$ cat src/rtl/isa_pkg.sv
// Shared ISA constants for the multi-cycle core: instruction field positions
// and the fetch sequencer state encoding.
package isa_pkg;

  localparam int STOP_BIT   = 0;
  localparam int TYPE_LSB   = 1;
  localparam int TYPE_MSB   = 2;
  localparam int OPCODE_LSB = 27;
  localparam int OPCODE_MSB = 31;

  typedef logic [2:0] fetch_state_t;

  localparam fetch_state_t FETCH_IDLE = 3'd0;
  localparam fetch_state_t FETCH_ADDR = 3'd1;
  localparam fetch_state_t FETCH_WAIT = 3'd2;
  localparam fetch_state_t FETCH_HOLD = 3'd3;
  localparam fetch_state_t FETCH_HALT = 3'd4;

  typedef struct packed {
    logic [OPCODE_MSB-OPCODE_LSB:0] opcode;
    logic [TYPE_MSB-TYPE_LSB:0]     itype;
    logic                           stop;
  } instr_fields_t;

  function automatic logic is_stop(input logic [31:0] instr);
    return instr[STOP_BIT];
  endfunction

  function automatic instr_fields_t decode_fields(input logic [31:0] instr);
    instr_fields_t f;
    f.opcode = instr[OPCODE_MSB:OPCODE_LSB];
    f.itype  = instr[TYPE_MSB:TYPE_LSB];
    f.stop   = instr[STOP_BIT];
    return f;
  endfunction

endpackage

$ cat src/rtl/fetch_wait_counter.sv
// Loadable 4-bit down-counter that times memory read latency; done flags zero.
// Shared between the instruction fetch and data-memory controllers.
module fetch_wait_counter (
  input  logic       clk,
  input  logic       reset_n,
  input  logic       load,
  input  logic [3:0] load_val,
  input  logic       en,
  output logic       done
);

  logic [3:0] count_q;
  logic [3:0] count_d;

  always_comb begin
    count_d = count_q;
    if (load) begin
      count_d = load_val;
    end else if (en && (count_q != 4'd0)) begin
      count_d = count_q - 4'd1;
    end
  end

  // NOTE: sequential state uses non-blocking assignment so every flop samples
  // pre-edge values, regardless of block ordering in simulation.
  always_ff @(posedge clk or negedge reset_n) begin
    if (!reset_n) begin
      count_q <= 4'd0;
    end else begin
      count_q <= count_d;
    end
  end

  assign done = (count_q == 4'd0);

endmodule

$ cat src/rtl/instr_fetch_ctrl.sv
// Instruction fetch sequencer: owns the PC, waits out memory latency, holds the
// fetched word in the IR until the control unit takes it, and handles redirects.
module instr_fetch_ctrl
  import isa_pkg::*;
#(
  parameter int                ADDR_W      = 32,
  parameter int                MEM_LATENCY = 1,
  parameter logic [ADDR_W-1:0] RESET_PC    = '0
) (
  input  logic              clk,
  input  logic              reset_n,
  input  logic              start,
  output logic [ADDR_W-1:0] imem_addr,
  input  logic [31:0]       imem_data,
  output logic [31:0]       ir,
  output logic              ir_valid,
  input  logic              ir_ready,
  input  logic              redirect,
  input  logic [ADDR_W-1:0] redirect_pc,
  output logic [ADDR_W-1:0] pc,
  output logic              busy,
  output logic              halted,
  output logic [15:0]       fetch_count
);

  // WAIT runs for exactly MEM_LATENCY cycles, so the counter starts one short.
  localparam logic [3:0] WAIT_LOAD = 4'(MEM_LATENCY - 1);

  fetch_state_t      state_q,       state_d;
  logic [ADDR_W-1:0] pc_q,          pc_d;
  logic [31:0]       ir_q,          ir_d;
  logic              ir_valid_q,    ir_valid_d;
  logic              halted_q,      halted_d;
  logic [15:0]       fetch_count_q, fetch_count_d;

  logic cnt_load;
  logic cnt_en;
  logic cnt_done;

  fetch_wait_counter u_wait_counter (
    .clk      (clk),
    .reset_n  (reset_n),
    .load     (cnt_load),
    .load_val (WAIT_LOAD),
    .en       (cnt_en),
    .done     (cnt_done)
  );

  // NOTE: every signal written here gets a default first, so no path through
  // the case statement can leave one unassigned and infer a latch.
  always_comb begin
    state_d       = state_q;
    pc_d          = pc_q;
    ir_d          = ir_q;
    ir_valid_d    = ir_valid_q;
    halted_d      = halted_q;
    fetch_count_d = fetch_count_q;
    cnt_load      = 1'b0;
    cnt_en        = 1'b0;

    case (state_q)
      FETCH_IDLE: begin
        if (start) begin
          state_d = FETCH_ADDR;
        end
      end
      FETCH_ADDR: begin
        cnt_load = 1'b1;
        state_d  = FETCH_WAIT;
      end
      FETCH_WAIT: begin
        if (cnt_done) begin
          ir_d       = imem_data;
          ir_valid_d = 1'b1;
          state_d    = FETCH_HOLD;
        end else begin
          cnt_en = 1'b1;
        end
      end
      FETCH_HOLD: begin
        if (ir_ready) begin
          ir_valid_d = 1'b0;
          if (fetch_count_q != 16'hFFFF) begin
            fetch_count_d = fetch_count_q + 16'd1;
          end
          if (is_stop(ir_q)) begin
            halted_d = 1'b1;
            state_d  = FETCH_HALT;
          end else begin
            pc_d    = pc_q + ADDR_W'(1);
            state_d = FETCH_ADDR;
          end
        end
      end
      FETCH_HALT: begin
        state_d = FETCH_HALT;
      end
      default: begin
        state_d = FETCH_IDLE;
      end
    endcase

    // Redirect beats everything outside IDLE, including a same-cycle accept:
    // the held word is dropped uncounted and a completing read is discarded.
    if (redirect && (state_q != FETCH_IDLE)) begin
      pc_d          = redirect_pc;
      ir_d          = ir_q;
      ir_valid_d    = 1'b0;
      halted_d      = 1'b0;
      fetch_count_d = fetch_count_q;
      cnt_en        = 1'b0;
      state_d       = FETCH_ADDR;
    end
  end

  always_ff @(posedge clk or negedge reset_n) begin
    if (!reset_n) begin
      state_q       <= FETCH_IDLE;
      pc_q          <= RESET_PC;
      ir_q          <= 32'd0;
      ir_valid_q    <= 1'b0;
      halted_q      <= 1'b0;
      fetch_count_q <= 16'd0;
    end else begin
      state_q       <= state_d;
      pc_q          <= pc_d;
      ir_q          <= ir_d;
      ir_valid_q    <= ir_valid_d;
      halted_q      <= halted_d;
      fetch_count_q <= fetch_count_d;
    end
  end

  assign imem_addr   = pc_q;
  assign pc          = pc_q;
  assign ir          = ir_q;
  assign ir_valid    = ir_valid_q;
  assign halted      = halted_q;
  assign fetch_count = fetch_count_q;
  assign busy        = (state_q == FETCH_ADDR) || (state_q == FETCH_WAIT) ||
                       (state_q == FETCH_HOLD);

endmodule
$ cat config.mk
export PLATFORM = sky130hd
export DESIGN_NAME = instr_fetch_ctrl
export DESIGN_NICKNAME = d
export VERILOG_FILES = /design/src/rtl/isa_pkg.sv /design/src/rtl/fetch_wait_counter.sv /design/src/rtl/instr_fetch_ctrl.sv
export SDC_FILE = /design/constraint.sdc
export NUM_CORES = 1
export LEC_CHECK = 0
export CAP_MARGIN = 0
export CORE_UTILIZATION = 40
export CTS_CLUSTER_DIAMETER = 120
export DETAILED_ROUTE_END_ITERATION = 6
export HOLD_SLACK_MARGIN = 0.06
export PLACE_DENSITY = 0.74
export SLEW_MARGIN = 5
export SYNTH_ARGS = -nofsm -noshare
export SYNTH_HDL_FRONTEND = slang
export SYNTH_SLANG_ARGS = --single-unit
$ cat constraint.sdc
create_clock -name clk -period 3.1 [get_ports clk]
set_input_delay 0.62 -clock clk [delete_from_list [all_inputs] [get_ports clk]]
set_output_delay 0.62 -clock clk [all_outputs]
set_load 0.05 [all_outputs]
## Word-level counts from Yosys, hierarchy flattened

Index checks and enable logic that the tools add are counted.

| word-level totals | value |
|---|---|
| output and inout port bits | 115 |
| logic and storage cells | 63 |
| register bits | 89 |

| operators by class | value |
|---|---|
| muxes and demuxes | 24 |
| equal/unequal tests | 9 |
| bitwise gates (word level) | 1 |
| reductions and logical operators | 19 |
| add/sub/neg operators | 3 |

Operators by type and width:

| cell | number |
|---|---|
| two-way mux 32 bit | 4 |
| adder 32 x 1 -> 32 bit, second input constant | 1 |
| adder 16 x 1 -> 16 bit, second input constant | 1 |
| inequality test 16 bit, second input constant | 1 |
| two-way mux 3 bit | 5 |
| one-hot mux 3 bit (5 select lines) | 1 |
| AND reduction 3 bit | 5 |
| two-way mux 1 bit | 11 |
| inequality test 3 bit, second input constant | 3 |
| two-way mux 4 bit | 2 |
| nonzero test 2 bit | 4 |
| equality test 3 x 2 -> 1 bit, second input constant | 2 |
| nonzero test 3 bit | 2 |
| logical NOT 4 bit | 1 |
| AND reduction 4 bit | 1 |
| nonzero test 4 bit | 1 |
| subtractor 4 x 1 -> 4 bit, second input constant | 1 |
| equality test 3 x 1 -> 1 bit, second input constant | 1 |
| equality test 3 bit, second input constant | 1 |
| logical NOT 3 bit | 1 |
| logical AND 1 bit | 2 |
| logical OR 1 bit | 2 |
| inequality test 2 x 1 -> 1 bit, second input constant | 1 |
| one-hot mux 1 bit (2 select lines) | 1 |
| inverter 1 bit | 1 |

## Logic depth before layout (Yosys ltp)

Gate-level depths: netlist of the first run.

| depth | value |
|---|---|
| word-level depth | 7 |
| depth in mapped cells | 6 |

## Hierarchy

From an unflattened synthesis of the first run, not the netlist that was laid out.

| unflattened totals | value |
|---|---|
| cell total of the unflattened synthesis | 461 |
| area total of the unflattened synthesis | 4744.6 µm² |

Modules (own cells, without submodules):

| module | cells each | area an instance (µm²) | instances |
|---|---|---|---|
| instr_fetch_ctrl | 434 | 4474.3 | 1 |
| fetch_wait_counter | 27 | 270.3 | 1 |

## Least setup slack after synthesis of the first run

No wires, ideal clock.

| timing path | value |
|---|---|
| path type | register to register |
| start | register pc_q[0] (netlist: imem_addr[0]) |
| end | register pc_q[22] (netlist: imem_addr[22]) |
| setup time | 0.082 ns |
| cell stages (with the launch flop) | 7 |
| clock period less this slack | 2.330 ns |
| data arrival time | 2.249 ns |
| path slack | 0.770 ns |
| path through | dfrtp_1 ha_1 nand2_1 or4_1 buf_2 or4_1 a31oi_1 |

| on the way | value |
|---|---|
| cells in the longest elaborated chain, start to end | 5 |

RTL lines:

| what | line | text |
|---|---|---|
| start: declaration | instr_fetch_ctrl.sv:30 | `logic [ADDR_W-1:0] pc_q, pc_d;` |
| start signal: assignment | instr_fetch_ctrl.sv:126 | `pc_q <= pc_d;` |
| adder 32 x 1 -> 32 bit | instr_fetch_ctrl.sv:90 | `pc_d = pc_q + ADDR_W'(1);` |
| two-way mux 32 bit | instr_fetch_ctrl.sv:86 | `if (is_stop(ir_q)) begin` |
| two-way mux 32 bit | instr_fetch_ctrl.sv:81 | `if (ir_ready) begin` |
| two-way mux 32 bit | instr_fetch_ctrl.sv:61 | `case (state_q)` |
| two-way mux 32 bit | instr_fetch_ctrl.sv:105 | `if (redirect && (state_q != FETCH_IDLE)) begin` |

No other way between the ends. The select of a mux whose other input is x is not followed.
A chain may end at the register's enable or synchronous reset.

## Worst setup path after layout of the first run

| timing path | value |
|---|---|
| start | register state_q[0] |
| end | output busy |

| on the way | value |
|---|---|
| cells in the longest elaborated chain, start to end | 3 |
| elaborated cells between the ends (all ways) | 5 |
| those cells by class | eq/ne: 3; reduce/logical: 2 |

RTL lines:

| what | line | text |
|---|---|---|
| start: declaration | instr_fetch_ctrl.sv:29 | `fetch_state_t state_q, state_d;` |
| start signal: assignment | instr_fetch_ctrl.sv:125 | `state_q <= state_d;` |
| equality test 3 x 1 -> 1 bit / equality test 3 x 2 -> 1 bit (equally long branches) | instr_fetch_ctrl.sv:140 | `assign busy = (state_q == FETCH_ADDR) \|\| (state_q == FETCH_WAIT) \|\|` |
| logical OR 1 bit | instr_fetch_ctrl.sv:140 |  |
| logical OR 1 bit (*) | instr_fetch_ctrl.sv:140 |  |
| end: declaration | instr_fetch_ctrl.sv:21 | `output logic busy,` |

Every way passes the cells marked *; elsewhere a longest branch is shown, timed or not.

==> impl_metrics.tcl, run 1 <==
set metrics [dict create \
    status "finished clean" \
    row_count 39 \
    worstPathRequired_ns 2.48 \
    grt_pass1_vias 3997 \
    grt_max_degree 46 \
    synth-async-reset-ratio 1.000 \
    clock_sinks 89 \
    fin_skew_ns 0.005863 \
    vias_per_cell 5.402 \
    critPathLaunchType "register" \
    finalSetupViolCount 0 \
    synth-edff-count 0 \
    pre_cts_slack_ns 0.1534 \
    die_y_um 110.9 \
    maxSlewHeadroom 0.6035 \
    setup_ws_ns 0.3886 \
    cts_root_buf "clkbuf_16" \
    netlist_instances 455 \
    drc 0 \
    rsz0062_at_grt "false" \
    ys_ff_latch 89 \
    cts.hold.buffers_added 0 \
    wire_per_inst_um 16.25 \
    hpwlAfterDp_um 8886 \
    ir_drop_mv 0.6530 \
    drive_gt1_frac 0.1217 \
    core_area_mm2 0.01147 \
    worst_slew_pin_slew_ns 0.5947 \
    drt_pre_antenna_iters 4 \
    die_w_um 110.9 \
    critical_path_peak_fanout 11 \
    die_area_mm2 0.01230 \
    numCtsBuffers 9 \
    critPathKind "reg -> out" \
    dpl.cell_count 735 \
    h-tree-depth 3 \
    yosys_most_used_dff "dfrtp_1" \
    setup_tns_ns 0 \
    place_congestion 0.7478 \
    synth_area_mm2 0.004745 \
    avgSynthCellArea_um2 10.43 \
    hold_viol 0 \
    min_path_type "in -> async" \
    antenna_cells 0 \
    grt_pass1_wl_um 20030 \
    ctsResizeCount 0 \
    start_util 0.4137 \
    num_vias 4057 \
    antenna_found_initial 0 \
    cp.arrival_ns 2.09 \
    yosys_warnings 0 \
    post_cts_buffers 0 \
    instances_no_fill 751 \
    final_max_slew_viol_count 0 \
    r2r_setup_slack_ns 0.73 \
    worst_hold_slack_ns 0.2951 \
    r2r-end "imem_addr[27]$_DFFE_PN0P_" \
    track_usage 0.2008 \
    period_needed_ns 2.711 \
    max_freq_ghz 0.3688 \
    io_pins 184 \
    clkLatencyLatePin_ns 0.33 \
    seq_area_frac_synth 0.4694 \
    cp-startpoint "state_q[0]$_DFFE_PN0P_" \
    p_per_area_mw_per_mm2 1002 \
    area_delta_synth_final_pct 42.64 \
    ff2ff_path_depth 4 \
    leakage_nw 2.617 \
    final_area_mm2 0.006768 \
    max_cap_violations 0 \
    endpoint "busy" \
    overflow 0 \
    synth_nets 527 \
    placed_area_mm2 0.006485 \
    synth.distinct_cells 52 \
    cts.clk_slew.worst_paths_ns 0.06 \
    fin_crit_sh 0.8746 \
    wl_um 12200 \
    drt-initial-drc-count 158 \
    crit-reg2reg-launch "state_q[0]$_DFFE_PN0P_" \
    cts_tree "built" \
    drt.antenna.violating_nets 0 \
    critPathCaptureType "primary output" \
    port_buffers 183 \
    cts_max_path_buffers 2 \
    nNetsFinal 675 \
]
[stage by stage]
step,util,total power [mW]
after global routing,0.5902,7.099
after CTS,0.5902,6.842
final,0.5902,6.781
after floorplan,-,4.624
after global placement,0.5655,5.720
after detailed placement,0.5655,5.798
[worst max-delay path, stage by stage, from the launching register on]
cell             delay (ns)
dfrtp_1                0.62
nor2_1                 0.13
nor2_1                 0.16
clkdlybuf4s50_1        0.85
[where the power goes]
group / internal [mW] / switching [mW] / total [mW]
Clock: 0.566 / 0.454 / 1.02
Sequential: 1.54 / 0.463 / 2.00
Combinational: 1.33 / 2.43 / 3.76
Total: 3.43 / 3.35 / 6.78
[cells by family (layout without fill, tap and decap cells)]
logic type / Yosys count / in the layout / share of synthesized area
AO/OA/AOI/OAI: 70 / 70 / 0.09864
adder cells (fa/ha/maj): 3 / 3 / 0.007912
multiplexers: 35 / 35 / 0.08281
XOR/XNOR: 27 / 27 / 0.04984
flip-flops: 89 / 89 / 0.4694
AND/OR/NAND/NOR: 169 / 169 / 0.2089
buffers and inverters: 62 / 215 / 0.08254
[per-layer routing]
layer,GRT usage,part of all wire
met1,0.2507,0.43
met2,0.3288,0.49
met3,0.06670,0.075
met4,0.06133,0.0081
met5,0,0
[area by class of cell]
cell class                      count  area [um2]
Fill cell                        1004        4700
Sequential cell                    89        2227
Timing Repair Buffer              193        1917
Clock buffer                       10       239.0
Clock inverter                      6       43.79
Tap cell                          143       178.9
Inverter                            6       22.52
Multi-Input combinational cell    304        2140
[placed cells by master, fill, tap and decap left out, drive strengths merged, types with 3 or more instances in the layout]
master and count:
a31oi 18, and2 5, and3 7, and4 4, buf 11, clkbuf 10
clkdlybuf4s50 182, clkinv 5, dfrtp 89, ha 3, inv 6, mux2 34
nand2 22, nand2b 4, nand3 22, nand4 14, nand4b 4, nor2 34
nor3 8, nor3b 3, nor4 7, o2111ai 3, o211ai 5, o21ai 18
o31ai 16, or3 7, or4 21, xnor2 24, xor2 3
[how the worst min path moves through the flow]
| stage | to | slack (ns) |
|---|---|---|
| after CTS | fetch_count[14]$_DFFE_PN0P_ | 0.31 |
| final | fetch_count[10]$_DFFE_PN0P_ | 0.30 |
| after global placement | fetch_count[10]$_DFFE_PN0P_ | 0.48 |
| after detailed placement | fetch_count[10]$_DFFE_PN0P_ | 0.49 |
| after global routing | fetch_count[10]$_DFFE_PN0P_ | 0.33 |
| after floorplan | fetch_count[0]$_DFFE_PN0P_ | 0.32 |
[synth_stat cells (8+ instances only)]
cell,number,share of area
nand3_1,21,0.022
nor3_1,8,0.0084
nand2_1,22,0.017
o21ai_0,18,0.019
buf_4,33,0.052
mux2_2,34,0.081
dfrtp_1,89,0.47
xnor2_1,24,0.044
clkbuf_1,10,0.0079
nand4_1,14,0.018
or4_1,21,0.033
o31ai_1,16,0.025
a31oi_1,18,0.024
nor2_1,34,0.027
[state kept, by name, indices dropped and copies added, names as in the netlist]
signal,cells
fetch_count,16
halted,1
imem_addr,32
u_wait_counter.count_q,4
ir_valid,1
state_q,3
ir,32
Power figures use the tool's default switching activity.
==> run 2: changes to the inputs <==
--- a/config.mk
+++ b/config.mk
@@ -6,11 +6,11 @@
 export NUM_CORES = 1
 export LEC_CHECK = 0
 export CAP_MARGIN = 0
-export CORE_UTILIZATION = 40
+export CORE_UTILIZATION = 45
 export CTS_CLUSTER_DIAMETER = 120
 export DETAILED_ROUTE_END_ITERATION = 6
 export HOLD_SLACK_MARGIN = 0.06
-export PLACE_DENSITY = 0.74
+export PLACE_DENSITY = 0.82
 export SLEW_MARGIN = 5
 export SYNTH_ARGS = -nofsm -noshare
 export SYNTH_HDL_FRONTEND = slang
==> impl_metrics.tcl, run 2 (synthesized netlist as in run 1, its figures left out) <==
set metrics [dict create \
    rsz0062_at_grt "false" \
    place_congestion 0.8243 \
    crit-reg2reg-launch "state_q[2]$_DFFE_PN0P_" \
    cts_max_path_buffers 2 \
    io_pins 184 \
    cp_cell_sequence "nor2_1, nor2_1, clkdlybuf4s50_1" \
    setup_tns_ns 0 \
    finalSetupViolCount 0 \
    pre_cts_slack_ns 0.2867 \
    overflow 0 \
    cts_tree "built" \
    grt_max_degree 90 \
    fin_skew_ns 0.01822 \
    cp.arrival_ns 2.12 \
    worst_slew_pin_slew_ns 1.124 \
    area_delta_synth_final_pct 40.03 \
    die_area_mm2 0.01096 \
    antenna_found_initial 0 \
    critPathKind "reg -> out" \
    post_cts_buffers 0 \
    leakage_nw 2.561 \
    final_area_mm2 0.006644 \
    antenna_cells 0 \
    die_w_um 104.7 \
    numCtsBuffers 9 \
    cp_top_family "buffers and inverters" \
    grt_pass1_vias 3998 \
    cp.depth 3 \
    n_fill_cell 837 \
    cpMostUsedCell "nor2_1" \
    critPathCaptureType "primary output" \
    row_count 37 \
    grt_pass1_wl_um 19520 \
    status "finished clean" \
    die_y_um 104.7 \
    vias_per_cell 5.571 \
    core_area_mm2 0.01028 \
    drt.antenna.violating_nets 0 \
    maxSlewHeadroom 0.2510 \
    ctsResizeCount 0 \
    h-tree-depth 3 \
    max_freq_ghz 0.3646 \
    fin_crit_sh 0.8848 \
    period_needed_ns 2.743 \
    port_buffers 183 \
    cts.clk_slew.worst_paths_ns 0.09 \
    ir_drop_mv 0.6433 \
    cts.hold.buffers_added 0 \
    drt-initial-drc-count 169 \
    drt_pre_antenna_iters 4 \
    final_cell_mix "182 x clkdlybuf4s50_1, 89 x dfrtp_1, 34 x nor2_1, 34 x mux2_2, 24 x xnor2_1" \
    ff2ff_path_depth 4 \
    final_common_cell "clkdlybuf4s50_1" \
    wl_um 12000 \
    hpwlAfterDp_um 8818 \
    p_per_area_mw_per_mm2 984.4 \
    r2r_setup_slack_ns 0.87 \
    endpoint "busy" \
    r2r-end "imem_addr[29]$_DFFE_PN0P_" \
    critical_path_peak_fanout 11 \
    num_vias 4139 \
    nNetsFinal 674 \
    cp_slowest_cell "clkdlybuf4s50_1" \
    min_path_type "in -> async" \
    critPathLaunchType "register" \
    slowest_delay_ns 0.88 \
    placed_area_mm2 0.006456 \
    setup_ws_ns 0.3570 \
    hold_viol 0 \
    path_buf_inv 1 \
    drc 0 \
    drive_gt1_frac 0.1170 \
    clock_sinks 89 \
    track_usage 0.2215 \
    worstPathRequired_ns 2.48 \
    clkLatencyLatePin_ns 0.36 \
    cp-startpoint "state_q[1]$_DFFE_PN0P_" \
    cts_root_buf "clkbuf_8" \
    wire_per_inst_um 16.15 \
    start_util 0.4617 \
    max_cap_violations 0 \
    final_max_slew_viol_count 0 \
]
## run 2: changes by cell type in the layout (fill, tap and decap cells not counted), sizes merged
| cell | delta |
|---|---|
| bufinv | +1 |
| clkinv | -2 |
| clkbuf | +1 |
| buf | -1 |
## run 2: final cells by class
type	instances	area, um2	area share
Timing Repair Buffer	192	1897	0.2855
Sequential cell	89	2227	0.3352
Multi-Input combinational cell	304	2140	0.3220
Inverter	6	22.52	0.003390
Tap cell	136	170.2	0.02561
Clock inverter	5	56.30	0.008475
Clock buffer	11	131.4	0.01977
## run 2: how the worst min path moves through the flow
stage                       startpoint                    endpoint  slack, ns  cells past startpoint
floorplan                      reset_n  fetch_count[0]$_DFFE_PN0P_       0.32                      0
global placement     ir[3]$_DFFE_PN0P_           ir[3]$_DFFE_PN0P_       0.49                      1
detailed placement  ir[24]$_DFFE_PN0P_          ir[24]$_DFFE_PN0P_       0.49                      1
CTS                 halted$_DFFE_PN0P_          halted$_DFFE_PN0P_       0.51                      2
global route        ir[23]$_DFFE_PN0P_          ir[23]$_DFFE_PN0P_       0.54                      1
finish                         reset_n    imem_addr[6]$_DFFE_PN0P_       0.46                      1
## run 2: metal layers
| metal | part of all wire | global-route usage | vias to the layer above |
|---|---|---|---|
| li1 | - | - | 1943 |
| met1 | 0.41 | 0.2678 | 2006 |
| met2 | 0.50 | 0.3798 | 170 |
| met3 | 0.067 | 0.05552 | 20 |
| met4 | 0.019 | 0.08451 | 0 |
| met5 | 0 | 0 | - |
## run 2: where the power goes
part | switching (mW) | total, mW | internal (mW)
Clock | 0.414 | 0.787 | 0.373
Combinational | 2.43 | 3.76 | 1.33
Sequential | 0.459 | 1.99 | 1.53
Total | 3.31 | 6.54 | 3.23
## run 2: per-stage QoR
stage | hold WS, ns | utilization | total power, mW | std cells
floorplan | 0.3244 | - | 4.624 | 455
global placement | 0.4872 | 0.6282 | 5.697 | 727
detailed placement | 0.4919 | 0.6282 | 5.790 | 727
CTS | 0.5119 | 0.6465 | 6.586 | 743
global route | 0.5351 | 0.6465 | 6.832 | 743
finish | 0.4638 | 0.6465 | 6.540 | 743
==> run 3: changes to the inputs <==
--- a/config.mk
+++ b/config.mk
@@ -6,11 +6,13 @@
 export NUM_CORES = 1
 export LEC_CHECK = 0
 export CAP_MARGIN = 0
-export CORE_UTILIZATION = 45
+export CELL_PAD_IN_SITES_DETAIL_PLACEMENT = 1
+export CELL_PAD_IN_SITES_GLOBAL_PLACEMENT = 2
+export CORE_UTILIZATION = 28
 export CTS_CLUSTER_DIAMETER = 120
 export DETAILED_ROUTE_END_ITERATION = 6
 export HOLD_SLACK_MARGIN = 0.06
-export PLACE_DENSITY = 0.82
+export PLACE_DENSITY_LB_ADDON = 0.1
 export SLEW_MARGIN = 5
 export SYNTH_ARGS = -nofsm -noshare
 export SYNTH_HDL_FRONTEND = slang
==> impl_metrics.tcl, run 3 (synthesized netlist as in run 1, its figures left out) <==
set metrics [dict create \
    clkLatencyLatePin_ns 0.35 \
    area_delta_synth_final_pct 45.33 \
    final_common_cell "clkdlybuf4s50_1" \
    setup_tns_ns 0 \
    cp_cell_sequence "nor2_1, nor2_1, clkdlybuf4s50_1" \
    r2r-end "imem_addr[24]$_DFFE_PN0P_" \
    nNetsFinal 677 \
    grt_pass1_wl_um 23470 \
    status "finished clean" \
    final_max_slew_viol_count 0 \
    cts.clk_slew.worst_paths_ns 0.07 \
    instances_no_fill 830 \
    core_area_mm2 0.01658 \
    start_util 0.2861 \
    place_congestion 0.7748 \
    wl_um 14400 \
    antenna_cells 0 \
    cts_max_path_buffers 2 \
    drive_gt1_frac 0.1246 \
    cp.depth 3 \
    die_y_um 132.2 \
    path_buf_inv 1 \
    maxSlewHeadroom 0.2953 \
    ff2ff_path_depth 5 \
    fin_util 0.4158 \
    hpwlAfterDp_um 10700 \
    critPathLaunchType "register" \
    cp.arrival_ns 2.15 \
    p_per_area_mw_per_mm2 1008 \
    endpoint "busy" \
    num_vias 4124 \
    grt_max_degree 79 \
    fin_skew_ns 0.009004 \
    clock_sinks 89 \
    min_path_type "in -> async" \
    critical_path_peak_fanout 11 \
    drt_pre_antenna_iters 4 \
    max_cap_violations 0 \
    h-tree-depth 3 \
    drc 0 \
    grt_pass1_vias 4310 \
    post_cts_buffers 0 \
    antenna_found_initial 0 \
    cts_root_buf "clkbuf_16" \
    io_pins 184 \
    critPathKind "reg -> out" \
    ir_drop_mv 0.4848 \
    cp_slowest_cell "clkdlybuf4s50_1" \
    cp_top_family "buffers and inverters" \
    row_count 47 \
    drt-initial-drc-count 157 \
    worst_slew_pin_slew_ns 1.057 \
    vias_per_cell 4.969 \
    numCtsBuffers 9 \
    period_needed_ns 2.769 \
    cts_tree "built" \
    track_usage 0.1701 \
    r2r_setup_slack_ns 0.80 \
    worstPathRequired_ns 2.48 \
    max_freq_ghz 0.3612 \
    port_buffers 183 \
    final_cell_mix "182 x clkdlybuf4s50_1, 89 x dfrtp_1, 34 x nor2_1, 34 x mux2_2, 24 x xnor2_1" \
    dpl.cell_count 814 \
    cp-startpoint "state_q[1]$_DFFE_PN0P_" \
    leakage_nw 2.634 \
    die_area_mm2 0.01747 \
    hold_viol 0 \
    wire_per_inst_um 17.34 \
    rsz0062_at_grt "false" \
    cpMostUsedCell "nor2_1" \
    slowest_delay_ns 0.86 \
    die_w_um 132.2 \
    ctsResizeCount 0 \
    fin_crit_sh 0.8932 \
    finalSetupViolCount 0 \
    crit-reg2reg-launch "imem_addr[1]$_DFFE_PN0P_" \
    cts.hold.buffers_added 0 \
    overflow 0 \
    drt.antenna.violating_nets 0 \
    critPathCaptureType "primary output" \
]
-- run 3: metal layers --
layer,global-route usage,part of all wire
met3,0.04229,0.048
met4,0.06130,0.020
met1,0.2062,0.43
met5,0,0
met2,0.2919,0.50
-- run 3: final cells by class --
| class | count | area, um2 |
|---|---|---|
| fillers | 1845 | 9688 |
| flip-flops and latches | 89 | 2227 |
| multi-input cells | 304 | 2140 |
| repair buffers | 195 | 1919 |
| well taps | 220 | 275.3 |
| clock buffers | 10 | 239.0 |
| clock inverters | 6 | 72.57 |
| inverters | 6 | 22.52 |
-- run 3: how the worst min path moves through the flow --
| stage | cells past startpoint | to |
|---|---|---|
| floorplan | 0 | fetch_count[0]$_DFFE_PN0P_ |
| global placement | 1 | fetch_count[14]$_DFFE_PN0P_ |
| detailed placement | 1 | fetch_count[10]$_DFFE_PN0P_ |
| CTS | 1 | fetch_count[14]$_DFFE_PN0P_ |
| global route | 1 | fetch_count[14]$_DFFE_PN0P_ |
| finish | 1 | imem_addr[24]$_DFFE_PN0P_ |
-- run 3: where the power goes --
part / internal, mW / total [mW] / switching (mW)
combinational: 1.33 / 3.78 / 2.45
sequential: 1.54 / 2.02 / 0.484
clock: 0.657 / 1.15 / 0.496
total: 3.52 / 6.95 / 3.43
-- run 3: stage by stage --
step / instance area (um2) / worst slack, ns / hold slack [ns] / power, mW
2_1_floorplan: 4745 / 0.7695 / 0.3244 / 4.624
5_1_grt: 6895 / 0.1921 / 0.5238 / 7.282
3_3_place_gp: 6584 / 0.2869 / 0.4831 / 5.797
3_5_place_dp: 6584 / 0.2549 / 0.4801 / 5.860
6_report: 6895 / 0.3312 / 0.4080 / 6.951
4_1_cts: 6895 / 0.3026 / 0.4953 / 7.050
